`src/rtl/switch_gen_pkg.sv`:
```
// ============================================================================
// switch_gen_pkg : shared types and constants for the switch bounce generator
// Revision: 1.0
// ============================================================================
`default_nettype none

package switch_gen_pkg;

  typedef enum logic [2:0] {
    IDLE       = 3'd0,
    TRANSIT    = 3'd1,
    BNC_CLOSED = 3'd2,
    BNC_OPEN   = 3'd3,
    SETTLE     = 3'd4
  } state_t;

  localparam logic [15:0] LFSR_MASK = 16'hB400;

  // Contact lines are active-low: a closed contact pulls its line to 0.
  localparam logic CLOSED = 1'b0;
  localparam logic OPEN   = 1'b1;

  // Bounce length from the low WIDTH bits of the LFSR; a zero field becomes 1.
  function automatic logic [15:0] bounce_len(input logic [15:0] q,
                                             input int unsigned width);
    logic [15:0] mask;
    logic [15:0] len;
    mask = (width >= 16) ? 16'hFFFF : ((16'h0001 << width) - 16'h0001);
    len  = q & mask;
    if (len == 16'h0000) begin
      len = 16'h0001;
    end
    return len;
  endfunction

endpackage

`default_nettype wire

```
`src/rtl/switch_bounce_gen_lfsr16.sv`:
```
// ============================================================================
// lfsr16 : free-running 16-bit Galois LFSR, restarts from seed on reset
// Revision: 1.0
// ============================================================================
`default_nettype none

module lfsr16
  import switch_gen_pkg::*;
(
  input  logic        clk,
  input  logic        rst_n,
  input  logic [15:0] seed,
  output logic [15:0] q
);

  logic [15:0] lfsr_q;
  logic [15:0] lfsr_d;
  logic [15:0] seed_safe;

  // An all-zero state would lock up, so a zero seed is forced to 1.
  always_comb begin
    seed_safe = (seed == 16'h0000) ? 16'h0001 : seed;
    lfsr_d    = lfsr_q >> 1;
    if (lfsr_q[0]) begin
      lfsr_d = lfsr_d ^ LFSR_MASK;
    end
  end

  always_ff @(posedge clk or negedge rst_n) begin
    if (!rst_n) begin
      lfsr_q <= seed_safe;
    end else begin
      lfsr_q <= lfsr_d;
    end
  end

  assign q = lfsr_q;

endmodule

`default_nettype wire

```
`src/rtl/switch_bounce_gen.sv`:
```
// ============================================================================
// switch_bounce_gen : SPDT switch model with break-before-make and LFSR bounce
// Revision: 1.0
// ============================================================================
`default_nettype none

module switch_bounce_gen
  import switch_gen_pkg::*;
#(
  parameter int          TRANSIT_CYCLES = 16,
  parameter int          SETTLE_CYCLES  = 8,
  parameter int          BOUNCES        = 4,
  parameter int          BOUNCE_W       = 4,
  parameter logic [15:0] LFSR_SEED      = 16'hACE1
) (
  input  logic       clk,
  input  logic       rst_n,
  input  logic       start,
  input  logic       bounce_en,
  output logic       a,
  output logic       b,
  output logic       pos,
  output logic       busy,
  output logic       done,
  output logic [3:0] throws
);

  localparam logic [15:0] TRANSIT_LOAD = 16'(TRANSIT_CYCLES - 1);
  localparam logic [15:0] SETTLE_LOAD  = 16'(SETTLE_CYCLES - 1);
  localparam logic [3:0]  BOUNCES_N    = 4'(BOUNCES);

  state_t      state_q, state_d;
  logic [15:0] phase_q, phase_d;
  logic [3:0]  bnc_cnt_q, bnc_cnt_d;
  logic        bnc_en_q, bnc_en_d;
  logic        a_q, a_d;
  logic        b_q, b_d;
  logic        pos_q, pos_d;
  logic        busy_q, busy_d;
  logic        done_q, done_d;
  logic [3:0]  throws_q, throws_d;

  logic [15:0] lfsr_val;
  logic [15:0] bnc_load;
  logic        phase_zero;
  logic        bnc_last;

  lfsr16 u_lfsr (
    .clk   (clk),
    .rst_n (rst_n),
    .seed  (LFSR_SEED),
    .q     (lfsr_val)
  );

  assign bnc_load   = bounce_len(lfsr_val, BOUNCE_W) - 16'h0001;
  assign phase_zero = (phase_q == 16'h0000);
  assign bnc_last   = ((bnc_cnt_q + 4'd1) == BOUNCES_N);

  always_ff @(posedge clk or negedge rst_n) begin
    if (!rst_n) begin
      state_q   <= IDLE;
      phase_q   <= 16'h0000;
      bnc_cnt_q <= 4'd0;
      bnc_en_q  <= 1'b0;
      a_q       <= CLOSED;
      b_q       <= OPEN;
      pos_q     <= 1'b0;
      busy_q    <= 1'b0;
      done_q    <= 1'b0;
      throws_q  <= 4'd0;
    end else begin
      state_q   <= state_d;
      phase_q   <= phase_d;
      bnc_cnt_q <= bnc_cnt_d;
      bnc_en_q  <= bnc_en_d;
      a_q       <= a_d;
      b_q       <= b_d;
      pos_q     <= pos_d;
      busy_q    <= busy_d;
      done_q    <= done_d;
      throws_q  <= throws_d;
    end
  end

  // Next state: every timed state counts phase down to zero, then moves on.
  always_comb begin
    state_d   = state_q;
    phase_d   = phase_q;
    bnc_cnt_d = bnc_cnt_q;
    bnc_en_d  = bnc_en_q;
    case (state_q)
      IDLE: begin
        if (start) begin
          state_d   = TRANSIT;
          phase_d   = TRANSIT_LOAD;
          bnc_cnt_d = 4'd0;
          bnc_en_d  = bounce_en;
        end
      end
      TRANSIT: begin
        if (!phase_zero) begin
          phase_d = phase_q - 16'h0001;
        end else if (bnc_en_q && (BOUNCES_N != 4'd0)) begin
          state_d = BNC_CLOSED;
          phase_d = bnc_load;
        end else begin
          state_d = SETTLE;
          phase_d = SETTLE_LOAD;
        end
      end
      BNC_CLOSED: begin
        if (!phase_zero) begin
          phase_d = phase_q - 16'h0001;
        end else begin
          state_d = BNC_OPEN;
          phase_d = bnc_load;
        end
      end
      BNC_OPEN: begin
        if (!phase_zero) begin
          phase_d = phase_q - 16'h0001;
        end else begin
          bnc_cnt_d = bnc_cnt_q + 4'd1;
          if (bnc_last) begin
            state_d = SETTLE;
            phase_d = SETTLE_LOAD;
          end else begin
            state_d = BNC_CLOSED;
            phase_d = bnc_load;
          end
        end
      end
      SETTLE: begin
        if (!phase_zero) begin
          phase_d = phase_q - 16'h0001;
        end else begin
          state_d = IDLE;
        end
      end
      default: begin
        state_d = IDLE;
      end
    endcase
  end

  // Outputs: pos_q names the closed contact, so the other one is the closer.
  always_comb begin
    a_d      = a_q;
    b_d      = b_q;
    pos_d    = pos_q;
    busy_d   = busy_q;
    done_d   = 1'b0;
    throws_d = throws_q;
    case (state_q)
      IDLE: begin
        if (start) begin
          busy_d = 1'b1;
          if (pos_q) begin
            b_d = OPEN;
          end else begin
            a_d = OPEN;
          end
        end
      end
      TRANSIT, BNC_OPEN: begin
        if (phase_zero) begin
          if (pos_q) begin
            a_d = CLOSED;
          end else begin
            b_d = CLOSED;
          end
        end
      end
      BNC_CLOSED: begin
        if (phase_zero) begin
          if (pos_q) begin
            a_d = OPEN;
          end else begin
            b_d = OPEN;
          end
        end
      end
      SETTLE: begin
        if (phase_zero) begin
          pos_d    = ~pos_q;
          throws_d = throws_q + 4'd1;
          done_d   = 1'b1;
          busy_d   = 1'b0;
        end
      end
      default: begin
        done_d = 1'b0;
      end
    endcase
  end

  assign a      = a_q;
  assign b      = b_q;
  assign pos    = pos_q;
  assign busy   = busy_q;
  assign done   = done_q;
  assign throws = throws_q;

endmodule

`default_nettype wire
```
`config.mk`:
```
export PLATFORM = sky130hd
export DESIGN_NAME = switch_bounce_gen
export DESIGN_NICKNAME = d
export VERILOG_FILES = /design/src/rtl/switch_gen_pkg.sv /design/src/rtl/switch_bounce_gen_lfsr16.sv /design/src/rtl/switch_bounce_gen.sv
export SDC_FILE = /design/constraint.sdc
export NUM_CORES = 1
export LEC_CHECK = 0
export ABC_CLOCK_PERIOD_IN_PS = 5400
export CAP_MARGIN = 40
export CORE_AREA = 2 2 85 55
export DETAILED_ROUTE_END_ITERATION = 8
export DIE_AREA = 0 0 87 57
export PLACE_DENSITY = 0.79
export RECOVER_POWER = 25
export SLEW_MARGIN = 20
export SYNTH_ARGS = -nofsm -noshare
export SYNTH_HDL_FRONTEND = slang
export SYNTH_SLANG_ARGS = --single-unit
export TNS_END_PERCENT = 50
```
`constraint.sdc`:
```
create_clock -name clk -period 5.4 [get_ports clk]
set_input_delay 0.54 -clock clk [delete_from_list [all_inputs] [get_ports clk]]
set_output_delay 0.54 -clock clk [all_outputs]
set_load 0.005 [all_outputs]
```
==> summary.md, run 1 <==
| Metric | Value |
|---|---|
| Adder-cell share of the synthesized area | 2.044% |
| Most common cell in the netlist | dfrtp_1 |
| Final Slew Violations | 0 |
| Met3 usage | 7.959% |
| Final #Nets | around 250 |
| Worst Setup End Kind | flop |
| Leading area contributor after synthesis | dfrtp_1 |
| Ratio of cells with drive above 1 in the final layout | 16.12% |
| Endpoints failing hold | 0 |
| CTS max path bufs | 2 |
| Synth-to-Final Area Change | 9.351% |
| Worst-Margin Slew | roughly 1.3 ns |
| Die X | 87 um |
| Clk_skew | 0.008490 ns |
| Compound-Gate Fraction of Synth Area | 16.40% |
| CTS tree | built |
| Grt met1 use | ~36% |
| CTS buffer count | 5 |
| Area occupied by multi-input gates | 1117 sq um |
| CTS Sinks | 49 |
| Ant diodes | 0 |
| Post-CTS Resized | 0 |
| Synth Net Count | between 200 and 250 |
| Worst Hold Class | flop to flop |
| Hold_buf cts | 0 |
| Post-synthesis sequential area ratio | roughly half |
| Antenna violations before repair | 0 |
| Synth Flop Type | dfrtp_1 |
| Type of origin of the critical path | flop |
| Clock root buffer | clkbuf_8 |
| 1st-pass router iterations | 4 |
| Met2 GRT Util | 27.59% |
| Status | completed |
| GRT overflow | 0 |
| Most used routing layer | met1 |
| H-tree levels | 2 |
| Post-route insts no fill | 294 |
| Critical path type | flop to flop |
| Top post-synthesis cells by area | dfrtp_1, dfstp_2, a21oi_1 |
| Synthesized instance count | ~230 |
| Tot GR Track Use | 22.13% |
| Most common library cells after synthesis | dfrtp_1, a21oi_1, nor2_1 |
| Wire per inst | 16.33 um |
| Final setup violation count | 0 |
| Yosys reg bits | 49 |
| LEAKAGE | 1.107 nW |
| Port bufs | 12 |
| Post-synth EDFFs | 0 |
| Power per cell area | 423.0 nW/um^2 |
| Dpl cells | approximately 290 |
| Row count | 19 |
| Largest net degree at the start of global routing | 26 |
| Worst EP arrival | 2.89 ns |
| Post-DRT Antenna Nets | 0 |
| Iter 0 DRT Violations | ~170 |
| RSZ-0062 raised after global routing | false |
| First-pass GRT wire length | 8404 um |
| Synth Cell Area | about 2400 sq um |
| Post-Synth Simple-Gate Area | 21.87% |
| Final Hold Slack | 0.3565 ns |
| Peak VDD IR | 0.0002241 V |
| Vias in the first global route | 1683 |
| Syn Area/Cell | 10.46 sq um |
| FF/Latch Area | 1237 sq um |
| TNS Setup | 0 ns |
| XOR/XNOR Fraction of Synth Area | 3.577% |
| Combinational family with the most area after synthesis | simple AND/OR/NAND/NOR gates |
| GP Congestion | 0.9304 |
| Final Cycle Share | about half |
| Die area | just under 5000 sq um |
| Tmin final | 2.666 ns |
| Skew-Pair Late Insertion Delay | 0.32 ns |
| Max frequency | 375.0 MHz |
| Mux cell area share after synthesis | under 10% |
| Yosys warning count | 0 |
| Worst EP required | approximately 5.6 ns |
| Vias/cell | 6.139 |
| Post-CTS setup buffer count | 0 |
| Rel. slew slack | 12.01% |
| Die Span Y | 57 um |
| Via count | 1805 |
| Number of distinct library cells after synthesis | 59 |
| Post-synth top area share | 40.88% |
| Starting density of the core | 57.54% |
| Async SR Flop Fraction | 100.0% |
| Max FO, Critical Path | 13 |
| Register clock-pin slew on the reported worst setup and hold paths | approximately 0.10 ns |
| DRT Wirelength | 4801 um |
| Boundary Pins | 13 |
| DRC viols | 0 |
| Post-DP HPWL | 3271 um |
| Core Region | 4255 sq um |
| Max-Cap Viols | 0 |
| Layout fillers | 342 |
## worst max-delay path, stage by stage, from the launching register on
cell and delay, ns:
dfrtp_1 0.42, inv_1 0.12, ha_1 0.17, nor4b_2 0.41, nand4_1 0.57, o21ai_0 0.48
a211oi_1 0.15, a211oi_1 0.25
## power by group
group          total [mW]  internal (mW)  switching (mW)  leakage (nW)
Sequential          0.560          0.446           0.114         0.613
Clock               0.236         0.0970           0.139        0.0506
Combinational       0.336          0.154           0.182         0.443
## flip-flops by register name (all words and copies together), names as in the netlist
register and cells:
a 1, b 1, bnc_cnt_q 4, bnc_en_q 1, busy 1, done 1
phase_q 16, pos 1, state_q 3, throws 4, u_lfsr.q 16
## final cells by class
class	instances	share of cell area, %
Multi-Input combinational cell	165	41.73
Inverter	7	0.9813
Clock buffer	5	2.570
Timing Repair Buffer	13	5.000
Sequential cell	49	46.22
Clock inverter	3	1.075
Tap cell	52	2.430
## cell usage in the layout (no fill, tap or decap), drive strengths merged, types with 3 or more instances in the layout
cell and instances:
o21ai 15, or2 7, clkbuf 6, nand2b 3, dfrtp 40, dfstp 9
nor2 16, o311ai 3, nor3 6, nand4 4, nand2 14, xor2 8
ha 4, inv 9, or4 4, or3 5, a21oi 19, clkdlybuf4s50 11
nor4 8, nand3 8, o31ai 5
## cell families after synthesis
| logic type | count (synthesis) |
|---|---|
| compound gates | 59 |
| xor+xnor | 10 |
| fa+ha+maj | 4 |
| buf+inv | 20 |
| flops | 49 |
| mux | 4 |
| simple gates | 88 |
## routing by layer
layer | part of all wire [%] | vias to the layer above
li1 | - | 878
met3 | 7.9 | 6
met4 | 1.0 | 0
met5 | 0 | -
met1 | 51 | 864
met2 | 40 | 57
## final timing paths
path / start / cells past startpoint / slack (ns) / to
worst max-delay path: phase_q[1]$_DFFE_PN0P_ / 7 / 2.73 / phase_q[2]$_DFFE_PN0P_
worst min-delay path: u_lfsr.q[4]$_DFF_PN0_ / 0 / 0.36 / u_lfsr.q[3]$_DFF_PN0_
worst max register to register: phase_q[1]$_DFFE_PN0P_ / 7 / 2.73 / phase_q[2]$_DFFE_PN0P_
worst min register to register: u_lfsr.q[4]$_DFF_PN0_ / 0 / 0.36 / u_lfsr.q[3]$_DFF_PN0_
max in group asynchronous: rst_n / 2 / 4.08 / b$_DFFE_PN1P_
min in group asynchronous: rst_n / 1 / 0.50 / throws[3]$_DFFE_PN0P_
## metrics by stage
| step | utilization (%) | setup WS (ns) | power, mW | area [sq um] |
|---|---|---|---|---|
| after detailed placement | 60.66 | 2.804 | 0.8916 | 2581 |
| after floorplan | - | 3.286 | 0.7992 | 2449 |
| final | 62.92 | 2.734 | 1.133 | 2678 |
| after global routing | 62.92 | 2.463 | 1.216 | 2678 |
| after global placement | 60.19 | 2.933 | 0.8788 | 2561 |
| after CTS | 62.95 | 2.748 | 1.133 | 2679 |
No activity file was read; power rests on OpenSTA's default activity.
==> inputs of run 2 (changes only) <==
--- a/config.mk
+++ b/config.mk
@@ -5,12 +5,12 @@
 export SDC_FILE = /design/constraint.sdc
 export NUM_CORES = 1
 export LEC_CHECK = 0
-export ABC_CLOCK_PERIOD_IN_PS = 5400
+export ABC_CLOCK_PERIOD_IN_PS = 2140
 export CAP_MARGIN = 40
-export CORE_AREA = 2 2 85 55
+export CORE_AREA = 2 2 91 58
 export DETAILED_ROUTE_END_ITERATION = 8
-export DIE_AREA = 0 0 87 57
-export PLACE_DENSITY = 0.79
+export DIE_AREA = 0 0 93 60
+export PLACE_DENSITY = 0.73
 export RECOVER_POWER = 25
 export SLEW_MARGIN = 20
 export SYNTH_ARGS = -nofsm -noshare
==> constraint.sdc (replaced) <==
create_clock -name clk -period 2.14 [get_ports clk]
set_input_delay 0.214 -clock clk [delete_from_list [all_inputs] [get_ports clk]]
set_output_delay 0.214 -clock clk [all_outputs]
set_load 0.005 [all_outputs]
==> summary.md, run 2 (synthesized netlist as in run 1, its figures left out) <==
| Metric | Value |
|---|---|
| Starting density of the core | about 50% |
| Core Region | ~4800 sq um |
| Register clock-pin slew on the reported worst setup and hold paths | 0.09 ns |
| Tot GR Track Use | 19.79% |
| Vias/cell | 5.776 |
| Largest net degree at the start of global routing | 20 |
| CTS buffer count | 5 |
| Worst EP required | approximately 2.4 ns |
| Setup WS post-layout | -0.005213 ns |
| First-pass GRT wire length | 8376 um |
| Ratio of cells with drive above 1 in the final layout | roughly 26% |
| Skew-Pair Late Insertion Delay | 0.30 ns |
| Synth-to-Final Area Change | 18.19% |
| DRC viols | 0 |
| Clock root buffer | clkbuf_8 |
| Row count | 20 |
| Port bufs | 12 |
| Wire per inst | 15.79 um |
| Max-Cap Viols | 0 |
| Via count | 1912 |
| P_sw | 1.128 mW |
| Final Cycle Share | 100.2% |
| Post-route insts no fill | 331 |
| Sw frac | a little under two fifths |
| Reg power frac | 46.8% |
| Boundary Pins | 13 |
| Utilization after layout | 60.23% |
| Critical path type | flop to flop |
| Dpl cells | 321 |
| Final setup violation count | 1 |
| Dpl ws | 0.02788 ns |
| Die area | between 5000 and 6000 sq um |
| Tmin final | 2.145 ns |
| Endpoints failing hold | 0 |
| CTS Sinks | 49 |
| Max FO, Critical Path | 6 |
| Clk_skew | 0.002351 ns |
| Most frequent cells in the layout | dfrtp_1, buf_4, nor2_1, a21oi_1 |
| Vias in the first global route | 1625 |
| 1st-pass router iterations | 5 |
| Power per cell area | approximately 1000 nW/um^2 |
| Final #Nets | 272 |
| Final Slew Violations | 0 |
| Type of origin of the critical path | flop |
| Most common cell after layout, fill and taps aside | dfrtp_1 |
| Die Span Y | 60 um |
| GRT overflow | 0 |
| Clk pwr share | a little under a fifth |
| Worst EP arrival | approximately 2.4 ns |
| Iter 0 DRT Violations | between 100 and 150 |
| DRT Wirelength | 5228 um |
| Rel. slew slack | between 30% and 40% |
| Post-DRT Antenna Nets | 0 |
| GP Congestion | 0.8971 |
| RSZ-0062 raised after global routing | true |
| Ant diodes | 0 |
| Worst Hold Class | flop to flop |
| Post-DP HPWL | roughly 3800 um |
| Die X | 93 um |
| CTS max path bufs | 2 |
| Failing checks | negative setup slack |
| H-tree levels | 2 |
| Final Hold Slack | 0.3581 ns |
| Gate power share | 34.4% |
| Status | finished with violations |
| CTS tree | built |
| Worst Setup End Kind | flop |
| LEAKAGE | between 1 and 1.5 nW |
| Max frequency | between 400 and 500 MHz |
| Worst-Margin Slew | 0.9106 ns |
| Cell Int Power | about 1.9 mW |
| Peak VDD IR | approximately 0.00067 V |
| Antenna violations before repair | 0 |
[run 2: cell types whose count changed in the layout (fill, tap and decap cells not counted), sizes merged]
cell	before	now
inv	9	8
dlygate4sd3	0	1
clkinvlp	0	1
buf	1	23
[run 2: timing repair]
item                                   4_1_cts  5_1_grt
setup endpoints to repair                    1        8
setup buffers                                0        1
endpoints found under the hold margin       11        0
hold buffers                                 1        0
pin swaps                                    0        2
resized for setup                            1        7
[run 2: final cells by class]
| cell class | instances | area [sq um] |
|---|---|---|
| Fill cell | 414 | 1911 |
| Sequential cell | 49 | 1237 |
| Multi-Input combinational cell | 165 | 1145 |
| Timing Repair Buffer | 36 | 309.0 |
| Tap cell | 66 | 82.58 |
| Clock buffer | 5 | 68.82 |
| Inverter | 7 | 26.28 |
| Clock inverter | 3 | 25.02 |
[run 2: metrics by stage]
| stage | setup TNS (ns) | power (mW) | area (sq um) |
|---|---|---|---|
| finish | -0.005213 | 2.985 | 2894 |
| global route | -0.1621 | 3.180 | 2894 |
| CTS | 0 | 2.942 | 2863 |
| detailed placement | 0 | 2.373 | 2756 |
| global placement | 0 | 2.350 | 2756 |
| floorplan | 0 | 2.017 | 2449 |
[run 2: path summary, 6_finish.rpt]
path | slack [ns] | cells after the start | endpoint | from
min reg2reg | 0.36 | 0 | u_lfsr.q[11]$_DFF_PN1_ | u_lfsr.q[12]$_DFF_PN0_
min | 0.36 | 0 | u_lfsr.q[11]$_DFF_PN1_ | u_lfsr.q[12]$_DFF_PN0_
max in group asynchronous | 0.79 | 3 | u_lfsr.q[15]$_DFF_PN1_ | rst_n
min in group asynchronous | 0.54 | 2 | state_q[0]$_DFFE_PN0P_ | rst_n
max reg2reg | -0.005 | 6 | phase_q[11]$_DFFE_PN0P_ | phase_q[1]$_DFFE_PN0P_
max | -0.005 | 6 | phase_q[11]$_DFFE_PN0P_ | phase_q[1]$_DFFE_PN0P_
[run 2: critical path, stage by stage, from the launching register on]
cell	delay [ns]
dfrtp_1	0.39
buf_4	0.14
or4_1	0.63
nor2_1	0.18
o211ai_2	0.16
or4_1	0.43
a21oi_1	0.15
[run 2: per-layer routing]
layer	part of all wire (%)	vias up	global-route usage, %	routed length [um]
met2	41	75	27.74	2146
met5	0	-	0	0
li1	-	924	-	-
met4	0.88	0	4.412	46
met3	7.0	6	4.540	366
met1	51	907	31.06	2669
[run 2: power by group through the flow]
stage	registers [mW]	logic, mW	clock network [mW]
floorplan	1.33	0.690	0
global placement	1.39	0.963	0
detailed placement	1.39	0.979	0
CTS	1.38	0.993	0.572
global route	1.43	1.14	0.612
finish	1.40	1.03	0.561
